## src/rtl/gpio_debounce_pkg.sv

```systemverilog
// rtl/gpio_debounce_pkg.sv - shared constants and types for the GPIO debounce block
//
// Purpose: register addresses, identification constants and the per-channel
//          debounce state encoding used by gpio_debounce and debounce_channel.
// Ports:   none (package).
// Config:  GPIO_DEBOUNCE_EVENT_EN selects the event/mask registers in the top.
package gpio_debounce_pkg;

  localparam logic [7:0] ADDR_NAME0   = 8'h00;
  localparam logic [7:0] ADDR_VERSION = 8'h02;
  localparam logic [7:0] ADDR_STATUS  = 8'h08;
  localparam logic [7:0] ADDR_EVENT   = 8'h09;
  localparam logic [7:0] ADDR_MASK    = 8'h0a;

  localparam logic [31:0] NAME0_VALUE   = 32'h67646231;  // "gdb1"
  localparam logic [31:0] VERSION_VALUE = 32'h00000001;

  typedef enum logic [1:0] {
    ST_LOW       = 2'd0,
    ST_WAIT_HIGH = 2'd1,
    ST_HIGH      = 2'd2,
    ST_WAIT_LOW  = 2'd3
  } db_state_t;

endpackage

```

## src/rtl/debounce_channel.sv

```systemverilog
// rtl/debounce_channel.sv - synchroniser, counter and debounce FSM for one pin
//
// Purpose: brings one asynchronous pin into the clk domain through two flops and
//          only lets the stable level follow after the synced value has held a
//          new value for DEBOUNCE_CYCLES consecutive cycles.
// Ports:
//   clk    - system clock
//   reset  - asynchronous, active-high reset
//   pin    - raw asynchronous input
//   level  - debounced level (registered)
//   rise   - one-cycle pulse when level goes 0->1 (registered)
//   fall   - one-cycle pulse when level goes 1->0 (registered)
module debounce_channel #(
  parameter int DEBOUNCE_CYCLES = 18000,
  parameter int CNT_WIDTH       = 16
) (
  input  logic clk,
  input  logic reset,
  input  logic pin,
  output logic level,
  output logic rise,
  output logic fall
);

  import gpio_debounce_pkg::*;

  localparam logic [CNT_WIDTH-1:0] CNT_LAST = CNT_WIDTH'(DEBOUNCE_CYCLES - 1);
  localparam logic [CNT_WIDTH-1:0] CNT_ONE  = CNT_WIDTH'(1);

  logic [1:0]           r_sync;
  db_state_t            r_state;
  logic [CNT_WIDTH-1:0] r_cnt;
  logic                 r_level;
  logic                 r_rise;
  logic                 r_fall;
  logic                 w_s;

  assign w_s = r_sync[1];

  // The cycle that leaves a steady state counts as the first of the hold, so
  // the transition fires when cnt reaches DEBOUNCE_CYCLES-1 with s still held.
  always_ff @(posedge clk or posedge reset) begin
    if (reset) begin
      r_sync  <= 2'b00;
      r_state <= ST_LOW;
      r_cnt   <= '0;
      r_level <= 1'b0;
      r_rise  <= 1'b0;
      r_fall  <= 1'b0;
    end else begin
      r_sync <= {r_sync[0], pin};
      r_rise <= 1'b0;
      r_fall <= 1'b0;
      case (r_state)
        ST_LOW: begin
          if (w_s) begin
            r_state <= ST_WAIT_HIGH;
            r_cnt   <= CNT_ONE;
          end
        end
        ST_WAIT_HIGH: begin
          if (!w_s) begin
            r_state <= ST_LOW;
            r_cnt   <= '0;
          end else if (r_cnt == CNT_LAST) begin
            r_state <= ST_HIGH;
            r_cnt   <= '0;
            r_level <= 1'b1;
            r_rise  <= 1'b1;
          end else begin
            r_cnt <= r_cnt + CNT_ONE;
          end
        end
        ST_HIGH: begin
          if (!w_s) begin
            r_state <= ST_WAIT_LOW;
            r_cnt   <= CNT_ONE;
          end
        end
        ST_WAIT_LOW: begin
          if (w_s) begin
            r_state <= ST_HIGH;
            r_cnt   <= '0;
          end else if (r_cnt == CNT_LAST) begin
            r_state <= ST_LOW;
            r_cnt   <= '0;
            r_level <= 1'b0;
            r_fall  <= 1'b1;
          end else begin
            r_cnt <= r_cnt + CNT_ONE;
          end
        end
        default: begin
          r_state <= ST_LOW;
          r_cnt   <= '0;
          r_level <= 1'b0;
        end
      endcase
    end
  end

  assign level = r_level;
  assign rise  = r_rise;
  assign fall  = r_fall;

endmodule

```

## src/rtl/gpio_debounce.sv

```systemverilog
// rtl/gpio_debounce.sv - two-channel GPIO debouncer with bus-mapped status/event registers
//
// Purpose: debounces gpio1_in/gpio2_in for the control core and exposes levels,
//          sticky edge events and an event mask on a simple word-addressed bus.
// Config:  define GPIO_DEBOUNCE_EVENT_EN to build the EVENT/MASK registers;
//          otherwise they read 0 and writes to them are ignored.
// Ports:
//   clk, reset            - clock, asynchronous active-high reset
//   gpio1_in, gpio2_in    - raw asynchronous pins
//   gpio1_db, gpio2_db    - debounced levels
//   cs, we, address       - bus select, write enable, word address
//   write_data            - bus write data
//   read_data, ready      - combinational read data and ready
module gpio_debounce #(
  parameter int DEBOUNCE_CYCLES = 18000,
  parameter int CNT_WIDTH       = 16
) (
  input  logic        clk,
  input  logic        reset,
  input  logic        gpio1_in,
  input  logic        gpio2_in,
  output logic        gpio1_db,
  output logic        gpio2_db,
  input  logic        cs,
  input  logic        we,
  input  logic [7:0]  address,
  input  logic [31:0] write_data,
  output logic [31:0] read_data,
  output logic        ready
);

  import gpio_debounce_pkg::*;

  logic       w_level1;
  logic       w_level2;
  logic       w_rise1;
  logic       w_fall1;
  logic       w_rise2;
  logic       w_fall2;
  logic [3:0] w_event_rd;
  logic [3:0] w_mask_rd;
  logic       w_unused;
  logic [31:0] w_rdata;

  debounce_channel #(
    .DEBOUNCE_CYCLES (DEBOUNCE_CYCLES),
    .CNT_WIDTH       (CNT_WIDTH)
  ) u_ch1 (
    .clk   (clk),
    .reset (reset),
    .pin   (gpio1_in),
    .level (w_level1),
    .rise  (w_rise1),
    .fall  (w_fall1)
  );

  debounce_channel #(
    .DEBOUNCE_CYCLES (DEBOUNCE_CYCLES),
    .CNT_WIDTH       (CNT_WIDTH)
  ) u_ch2 (
    .clk   (clk),
    .reset (reset),
    .pin   (gpio2_in),
    .level (w_level2),
    .rise  (w_rise2),
    .fall  (w_fall2)
  );

  assign gpio1_db = w_level1;
  assign gpio2_db = w_level2;

`ifdef GPIO_DEBOUNCE_EVENT_EN
  logic [3:0] r_event;
  logic [3:0] r_mask;
  logic       w_wr;
  logic [3:0] w_clr;
  logic [3:0] w_set;

  assign w_wr  = cs & we;
  assign w_clr = (w_wr && (address == ADDR_EVENT)) ? write_data[3:0] : 4'h0;
  assign w_set = {w_fall2, w_rise2, w_fall1, w_rise1} & r_mask;

  // Set is OR-ed in after the clear so a same-cycle pulse beats a W1C.
  always_ff @(posedge clk or posedge reset) begin
    if (reset) begin
      r_event <= 4'h0;
      r_mask  <= 4'hf;
    end else begin
      r_event <= (r_event & ~w_clr) | w_set;
      if (w_wr && (address == ADDR_MASK)) begin
        r_mask <= write_data[3:0];
      end
    end
  end

  assign w_event_rd = r_event;
  assign w_mask_rd  = r_mask;
  assign w_unused   = ^write_data[31:4];
`else
  assign w_event_rd = 4'h0;
  assign w_mask_rd  = 4'h0;
  assign w_unused   = ^{write_data, w_rise1, w_fall1, w_rise2, w_fall2};
`endif

  always_comb begin
    w_rdata = 32'h0;
    case (address)
      ADDR_NAME0:   w_rdata = NAME0_VALUE;
      ADDR_VERSION: w_rdata = VERSION_VALUE;
      ADDR_STATUS:  w_rdata = {30'h0, w_level2, w_level1};
      ADDR_EVENT:   w_rdata = {28'h0, w_event_rd};
      ADDR_MASK:    w_rdata = {28'h0, w_mask_rd};
      default:      w_rdata = 32'h0;
    endcase
  end

  assign read_data = (cs && !we) ? w_rdata : 32'h0;
  assign ready     = cs;

endmodule

```

## config.mk

```make
export PLATFORM = sky130hd
export DESIGN_NAME = gpio_debounce
export DESIGN_NICKNAME = d
export VERILOG_FILES = /design/src/rtl/gpio_debounce_pkg.sv /design/src/rtl/debounce_channel.sv /design/src/rtl/gpio_debounce.sv
export SDC_FILE = /design/constraint.sdc
export NUM_CORES = 1
export LEC_CHECK = 0
export CAP_MARGIN = 20
export CELL_PAD_IN_SITES_DETAIL_PLACEMENT = 1
export CELL_PAD_IN_SITES_GLOBAL_PLACEMENT = 1
export CORE_MARGIN = 2
export CORE_UTILIZATION = 36
export DETAILED_ROUTE_END_ITERATION = 8
export GPL_TIMING_DRIVEN = 0
export PLACE_DENSITY = 0.91
export SLEW_MARGIN = 30
export SYNTH_ARGS = -nofsm -noshare
export SYNTH_HDL_FRONTEND = slang
export SYNTH_SLANG_ARGS = --single-unit
```

## constraint.sdc

```tcl
create_clock -name clk -period 4.7 [get_ports clk]
set_clock_uncertainty 0.2 [all_clocks]
set_input_delay 0.94 -clock clk [delete_from_list [all_inputs] [get_ports clk]]
set_output_delay 0.94 -clock clk [all_outputs]
set_load 0.02 [all_outputs]
```

==> impl_metrics.toml, run 1 <==
[status]
outcome = "completed"

[power]
p_leak_uw = 0.00132
p_sw_share_pct = 32.2
vdd_drop_max_v = 0.000243
intPower_uw = 640
pwr-share-seq_pct = 44.5
power_density_mw_per_mm2 = 315
p_clk_share_pct = 30.5
p_switching_uw = 303
p_comb_share_pct = 25.0

[finish]
syn_to_final_growth_pct = 24.9
antenna_cells = 0
drive_gt1_share_pct = 16.9
fin_nets = 372

[critical_path]
rrSetupSlack_ps = 2270
end_kind = "output pin"
worstReg2RegEnd = "u_ch2.r_cnt[11]$_DFFE_PP0P_"
start_kind = "input pin"
worstPathMaxFanout = 13
arrival_ps = 3220
critical_path_class = "input pin to output pin"
timing.rr.start = "u_ch2.r_cnt[0]$_DFFE_PP0P_"
crit_required_ps = 3560
rr_worst_depth = 8

[detailed_routing]
wire_per_inst_um = 15.4
ant_nets = 0
via_per_inst = 5.26
drcViolationCount = 0
drt_wl_total_um = 6200
drt_iter0_drc = 35
first_pass_iters = 4
vias = 2115

[timing]
rsz0062_at_grt = "no"
tightest_slew_ps = 774
setup_ws_ps = 340
hold_viol = 0
clock.fmax_mhz = 229
setup_viol = 0
finalCritPeriodShare_pct = 92.8
period_minus_slack_ps = 4360
setup_tns_ps = 0
slew_headroom_pct = 47.9
slew_viol_final = 0

[clock_network]
cts_made_buffers = 5
cts_root_buf = "clkbuf_8"
cts_setup_buffers = 0
clkSlewWorstSetupHoldPaths_ps = 70
cts_tree = "yes"
h-tree-depth = 2
cts-hold-fix-buffers = 0
cts_buffer_depth = 2
clkLatencyLatePin_ps = 300
clock-sinks = 42
cts_resized = 0

[yosys]
synth.ff_latch_count = 42
syn-cell-area_mm2 = 0.00240
yosysTopAreaCellShare_pct = 43.8
synthCells = 269
ys_types = 43
yosysTopAreaCell = "dfrtp_1"
yosys_warnings = 0
seq_area_frac_synth_pct = 43.8
synth_area_leaders = "dfrtp_1, buf_4, nand2_1"
synth.avg_cell_area_um2 = 8.93

[run]
maxCapViolations = 0

[floorplanning]
io_pins = 81
row_count = 29
die_x_um = 85.7
coreArea_mm2 = 0.00639
die-height_um = 85.7
dieArea_mm2 = 0.00734
start_util_pct = 37.6

[placed_design]
detailedPlace.worstSlack_ps = 330
hpwl_um = 4550
numPortBuffers = 31
routabilityCongestion = 0.799

[grt]
grt_max_degree = 31
track_usage_pct = 18.0
first_global_vias = 2142
grt_pass1_wl_um = 10500
grt_antenna_before_repair = 0
grt_overflow = 0

[min_path]
whs_endpoint = "u_ch2.r_sync[1]$_DFF_PP0_"
min_from = "u_ch2.r_sync[0]$_DFF_PP0_"
holdPathStages = 0
hp-class = "register to register"
-- per-layer routing --
layer	GRT usage, %	share of wire, %
met5	0	0
met4	5.19	1.2
met3	3.18	1.6
met2	31.5	54
met1	22.7	43
-- registers in the layout (all words and copies together) (netlist names), named ones only --
| signal | cells |
|---|---|
| u_ch1.level | 1 |
| u_ch1.r_cnt | 16 |
| u_ch2.r_sync | 2 |
| u_ch2.r_cnt | 16 |
| u_ch1.r_state | 1 |
| u_ch1.r_sync | 2 |
| u_ch2.r_state | 1 |
| u_ch2.level | 1 |
-- synth_stat cells (all sizes together) --
| cell type | number |
|---|---|
| and4 | 2 |
| nand2 | 36 |
| a21o | 2 |
| nand4 | 3 |
| a211oi | 1 |
| o21a | 2 |
| a21oi | 12 |
| a2bb2oi | 1 |
| a31oi | 17 |
| nand2b | 1 |
| nor4 | 6 |
| buf | 38 |
| nand3 | 17 |
| a41oi | 3 |
| a22o | 3 |
| nor2 | 11 |
| dfrtp | 42 |
| clkbuf | 2 |
| nor4bb | 2 |
| conb | 1 |
| nor3b | 1 |
| o22ai | 2 |
| ha | 2 |
| inv | 7 |
| or2 | 4 |
| xor2 | 4 |
| nor4b | 5 |
| or3 | 4 |
| mux2 | 1 |
| mux2i | 2 |
| nand4b | 1 |
| nor3 | 7 |
| o21ai | 20 |
| a31o | 1 |
| and3 | 6 |
-- power groups by stage --
stage / logic (µW) / clock network [µW] / registers (µW)
after floorplan: 176 / 0 / 419
after global placement: 226 / 0 / 425
after detailed placement: 239 / 0 / 426
after CTS: 239 / 292 / 420
after global routing: 268 / 308 / 425
final: 236 / 288 / 420
-- through the flow --
stage                     std cells  hold WS, ps  instance area, µm²  utilization, %  total power [µW]
after floorplan                 285          131                2460               -               595
after global placement          393          132                2870            44.9               651
after detailed placement        394          136                2890            45.3               665
after CTS                       402          153                3000            47.0               951
after global routing            402          163                3000            47.0              1000
final                           402          162                3000            47.0               943
-- critical path, stage by stage --
cell	delay (ps)
clkdlybuf4s50_1	500
nor4b_1	230
nand2_1	150
nor3_2	570
buf_4	220
clkdlybuf4s50_1	600
-- how the worst max path moves through the flow --
| stage | from | end | slack, ps | cells past startpoint |
|---|---|---|---|---|
| final | cs | read_data[21] | 340 | 6 |
| after global routing | address[0] | read_data[24] | 150 | 6 |
| after CTS | cs | read_data[29] | 300 | 6 |
| after detailed placement | cs | read_data[29] | 330 | 6 |
| after global placement | cs | read_data[24] | 30 | 6 |
| after floorplan | address[7] | read_data[13] | 870 | 4 |
-- area by class of cell --
class | count | area (µm²)
timing repair buffer | 32 | 330
fill | 749 | 3390
clock inverter | 1 | 30.0
inverter | 7 | 26.3
tap | 77 | 96.3
multi-input combinational | 196 | 1110
clock buffer | 7 | 76.3
sequential | 42 | 1050
buffer | 40 | 282
-- logic make-up (layout without fill, tap and decap cells) --
family / after synthesis / count (layout) / synth area share [%]
buf+inv: 47 / 87 / 12.8
fa+ha+maj: 2 / 2 / 1.04
other cells: 1 / 17 / 0.156
mux: 3 / 3 / 1.30
simple gates: 106 / 106 / 22.9
compound gates: 64 / 64 / 16.3
flops: 42 / 42 / 43.8
xor+xnor: 4 / 4 / 1.77
-- placed cells by master, fill, tap and decap left out, types with 2 or more instances in the layout --
master and n:
nor4bb_1 2, conb_1 17, nand2_1 35, or2_2 2, nor3_1 6, dfrtp_1 42, a41oi_1 3, clkbuf_8 5
buf_4 31, nor2_1 11, o22ai_1 2, nand4_1 3, inv_1 6, a21o_1 2, clkdlybuf4s50_1 31, nor4_1 6
and4_1 2, ha_1 2, xor2_1 3, o21ai_0 18, clkbuf_1 4, nor4b_1 5, or3_1 4, mux2i_1 2
a31oi_1 17, a21oi_1 12, and3_1 6, buf_2 6, o21a_1 2, a22o_1 3, nand3_1 17
No activity file was read; power rests on OpenSTA's default activity.
==> inputs of run 2 (changes only) <==
Settings changed: ABC_CLOCK_PERIOD_IN_PS from default to 4500, CORE_UTILIZATION 36 to 33, CTS_CLUSTER_SIZE from default to 12, PLACE_DENSITY 0.91 to 0.85.
Clock period 4.7 ns to 4.5 ns, I/O delays scaled along.
==> impl_metrics.toml, run 2 (synthesis results as in run 1) <==
[timing]
rsz0062_at_grt = "no"
finalCritPeriodShare_pct = 96.3
hold_viol = 0
setup_ws_ps = 165
setup_tns_ps = 0
tightest_slew_ps = 705
clock.fmax_mhz = 231
hold_slack_ps = 153
slew_viol_final = 0
setup_viol = 0
period_minus_slack_ps = 4330
slew_headroom_pct = 52.7

[finish]
drive_gt1_share_pct = 17.5
largestRegisters = "u_ch1.r_cnt x16, u_ch2.r_cnt x16"
syn_to_final_growth_pct = 27.6
final_common_cell = "dfrtp_1"
nFillCells = 872
fin_nets = 372
layout_common_cells = "dfrtp_1, nand2_1, buf_4, clkdlybuf4s50_1, o21ai_0"
antenna_cells = 0

[clock_network]
cts-hold-fix-buffers = 0
cts_setup_buffers = 0
cts_buffer_depth = 2
clkSlewWorstSetupHoldPaths_ps = 80
clock-sinks = 42
cts_tree = "yes"
h-tree-depth = 2
cts_made_buffers = 5
cts_resized = 0
cts_root_buf = "clkbuf_8"
clkLatencyLatePin_ps = 300

[placed_design]
routabilityCongestion = 0.786
hpwl_um = 4550
numPortBuffers = 31
detailedPlace.worstSlack_ps = 141

[floorplanning]
coreArea_mm2 = 0.00714
start_util_pct = 33.6
row_count = 31
dieArea_mm2 = 0.00797
die_x_um = 89.3
io_pins = 81
die-height_um = 89.3

[detailed_routing]
drcViolationCount = 0
wire_per_inst_um = 14.8
drt_wl_total_um = 6290
vias = 2113
ant_nets = 0
via_per_inst = 4.98
drt_iter0_drc = 53
first_pass_iters = 4

[power]
power_density_mw_per_mm2 = 348
p_leak_uw = 0.00133
fin_total_pwr_uw = 1070
vdd_drop_max_v = 0.000215

[status]
outcome = "completed"

[grt]
track_usage_pct = 17.0
grt_overflow = 0
first_global_vias = 2206
grt_max_degree = 30
grt_antenna_before_repair = 0
grt_pass1_wl_um = 10600

[critical_path]
end_kind = "output pin"
critical_path_class = "input pin to output pin"
worstReg2RegEnd = "u_ch2.r_cnt[13]$_DFFE_PP0P_"
rrSetupSlack_ps = 2080
start_kind = "input pin"
worstPathMaxFanout = 13
timing.rr.start = "u_ch2.r_cnt[0]$_DFFE_PP0P_"
arrival_ps = 3230
rr_worst_depth = 8
crit_required_ps = 3400

[min_path]
whs_endpoint = "u_ch2.r_sync[1]$_DFF_PP0_"
hp-class = "register to register"
holdPathStages = 0
min_from = "u_ch2.r_sync[0]$_DFF_PP0_"

[run]
maxCapViolations = 0
==> run 2: power breakdown <==
part           internal, µW  total (µW)  switching, µW
Sequential              405         441           35.9
Clock                   237         374            138
Combinational          96.9         251            154
==> run 2: metal layers <==
metal	up-vias	GRT usage [%]	part of all wire [%]
met3	9	4.25	2.2
li1	1039	-	-
met5	-	0	0
met2	20	29.2	54
met1	1045	21.7	43
met4	0	3.93	1.2
==> run 2: worst max-delay path, stage by stage <==
cell and delay (ps):
clkdlybuf4s50_1 490, nor4b_1 280, nand2_1 160, nor3_2 560, buf_4 220, clkdlybuf4s50_1 620
==> run 2: how the worst max path moves through the flow <==
stage	from	endpoint	slack [ps]
finish	cs	read_data[18]	170
global route	cs	read_data[18]	20
floorplan	address[7]	read_data[13]	750
detailed placement	cs	read_data[18]	140
global placement	cs	read_data[18]	-70
CTS	cs	read_data[18]	140
==> run 2: cell type report <==
cell class	instances	area, µm²	share of cell area (%)
Buffer	40	282	9.19
Inverter	7	26.3	0.858
Sequential cell	42	1050	34.3
Multi-Input combinational cell	196	1110	36.2
Timing Repair Buffer	32	330	10.8
Clock inverter	2	60.1	1.96
Tap cell	99	124	4.04
Clock buffer	6	82.6	2.70
==> run 2: per-stage QoR <==
step | area, µm² | std cells | utilization [%]
2_1_floorplan | 2460 | 285 | -
3_3_place_gp | 2900 | 415 | 40.6
3_5_place_dp | 2920 | 416 | 40.9
4_1_cts | 3060 | 424 | 42.9
5_1_grt | 3060 | 424 | 42.9
6_report | 3060 | 424 | 42.9
==> inputs of run 3 (changes only) <==
Settings changed: CORE_UTILIZATION 33 to 39, DONT_BUFFER_PORTS from default to 1, PLACE_DENSITY 0.85 to 0.74.
==> impl_metrics.toml, run 3 (synthesis results as in run 1) <==
[status]
outcome = "completed"

[floorplanning]
dieArea_mm2 = 0.00680
row_count = 28
die-height_um = 82.5
coreArea_mm2 = 0.00592
die_x_um = 82.5
io_pins = 81
start_util_pct = 40.6

[timing]
slew_headroom_pct = 49.3
setup_viol = 0
setup_tns_ps = 0
rsz0062_at_grt = "no"
hold_viol = 0
tightest_slew_ps = 753
slew_viol_final = 0
hold_slack_ps = 159
finalCritPeriodShare_pct = 73.8
clock.fmax_mhz = 301
setup_ws_ps = 1180
period_minus_slack_ps = 3320

[grt]
grt_overflow = 0
first_global_vias = 1937
grt_pass1_wl_um = 9040
grt_max_degree = 30
track_usage_pct = 17.3
grt_antenna_before_repair = 0

[finish]
layout_common_cells = "dfrtp_1, nand2_1, buf_4"
antenna_cells = 0
largestRegisters = "u_ch1.r_cnt x16, u_ch2.r_cnt x16"
fin_nets = 342
register_area_mm2 = 0.00105
multi_input_area_mm2 = 0.00111
fin_cells = 370
drive_gt1_share_pct = 19.7
final_common_cell = "dfrtp_1"
nFillCells = 706
post-route-util_pct = 45.5
syn_to_final_growth_pct = 12.3

[placed_design]
numPortBuffers = 0
routabilityCongestion = 0.784
detailedPlace.worstSlack_ps = 1160
hpwl_um = 4230
dp_cells = 362

[min_path]
hp-class = "register to register"
holdPathStages = 0

[critical_path]
start_kind = "input pin"
rr_worst_depth = 8
rrSetupSlack_ps = 2100
path_buf_inv = 2
path_cells = "nor4_1 > nand2_1 > nor3_2 > buf_4 > buf_4"
arrival_ps = 2220
worstPathMaxFanout = 9
crit_family = "simple AND/OR/NAND/NOR gates"
crit_cells = 5
critical_path_class = "input pin to output pin"
crit_required_ps = 3400
slowest_stage = "nor3_2"
cpMostUsedCell = "buf_4"
end_kind = "output pin"
critPathMaxStageDelay_ps = 460

[clock_network]
h-tree-depth = 2
cts_root_buf = "clkbuf_8"
cts_resized = 0
cts_buffer_depth = 2
cts_tree = "yes"
clkSlewWorstSetupHoldPaths_ps = 80
cts_made_buffers = 5
clock-sinks = 42
cts-hold-fix-buffers = 0
cts_setup_buffers = 0
clkLatencyLatePin_ps = 290

[run]
maxCapViolations = 0

[power]
p_leak_uw = 0.00121
vdd_drop_max_v = 0.000306
power_density_mw_per_mm2 = 362

[detailed_routing]
first_pass_iters = 4
drcViolationCount = 0
via_per_inst = 5.37
ant_nets = 0
wire_per_inst_um = 15.3
drt_iter0_drc = 86
drt_wl_total_um = 5650
vias = 1986
[run 3: power by group]
part           internal, µW  switching (µW)  leakage [µW]
clock                   163             133     0.0000579
sequential              405            36.4      0.000564
combinational          86.4             150      0.000592
total                   655             320       0.00121
[run 3: path summary, 6_finish.rpt]
check	startpoint	endpoint
setup / recovery	address[0]	read_data[25]
hold reg to reg	u_ch1.r_sync[0]$_DFF_PP0_	u_ch1.r_sync[1]$_DFF_PP0_
min in group asynchronous	reset	u_ch1.r_cnt[6]$_DFFE_PP0P_
setup reg to reg	u_ch2.r_cnt[0]$_DFFE_PP0P_	u_ch2.r_cnt[11]$_DFFE_PP0P_
max in group asynchronous	reset	u_ch1.r_cnt[13]$_DFFE_PP0P_
hold / removal	u_ch1.r_sync[0]$_DFF_PP0_	u_ch1.r_sync[1]$_DFF_PP0_
[run 3: through the flow]
stage / power [µW] / cell area, µm²
floorplan: 621 / 2460
global placement: 671 / 2550
detailed placement: 685 / 2590
CTS: 986 / 2700
global route: 1030 / 2700
finish: 975 / 2700
[run 3: cell type report]
type	instances	area share [%]
clock buffers	5	2.55
well taps	75	3.48
inverters	7	0.974
flip-flops and latches	42	39.0
clock inverters	3	1.48
multi-input cells	196	41.1
plain buffers	40	10.4
repair buffers	2	1.02
[run 3: metal layers]
| metal | vias to the layer above | global-route usage [%] | wire (µm) | part of all wire, % |
|---|---|---|---|---|
| met4 | 0 | 4.17 | 48 | 0.85 |
| met5 | - | 0 | 0 | 0 |
| met2 | 20 | 31.4 | 2950 | 52 |
| li1 | 974 | - | - | - |
| met1 | 985 | 21.1 | 2540 | 45 |
| met3 | 7 | 3.04 | 108 | 1.9 |
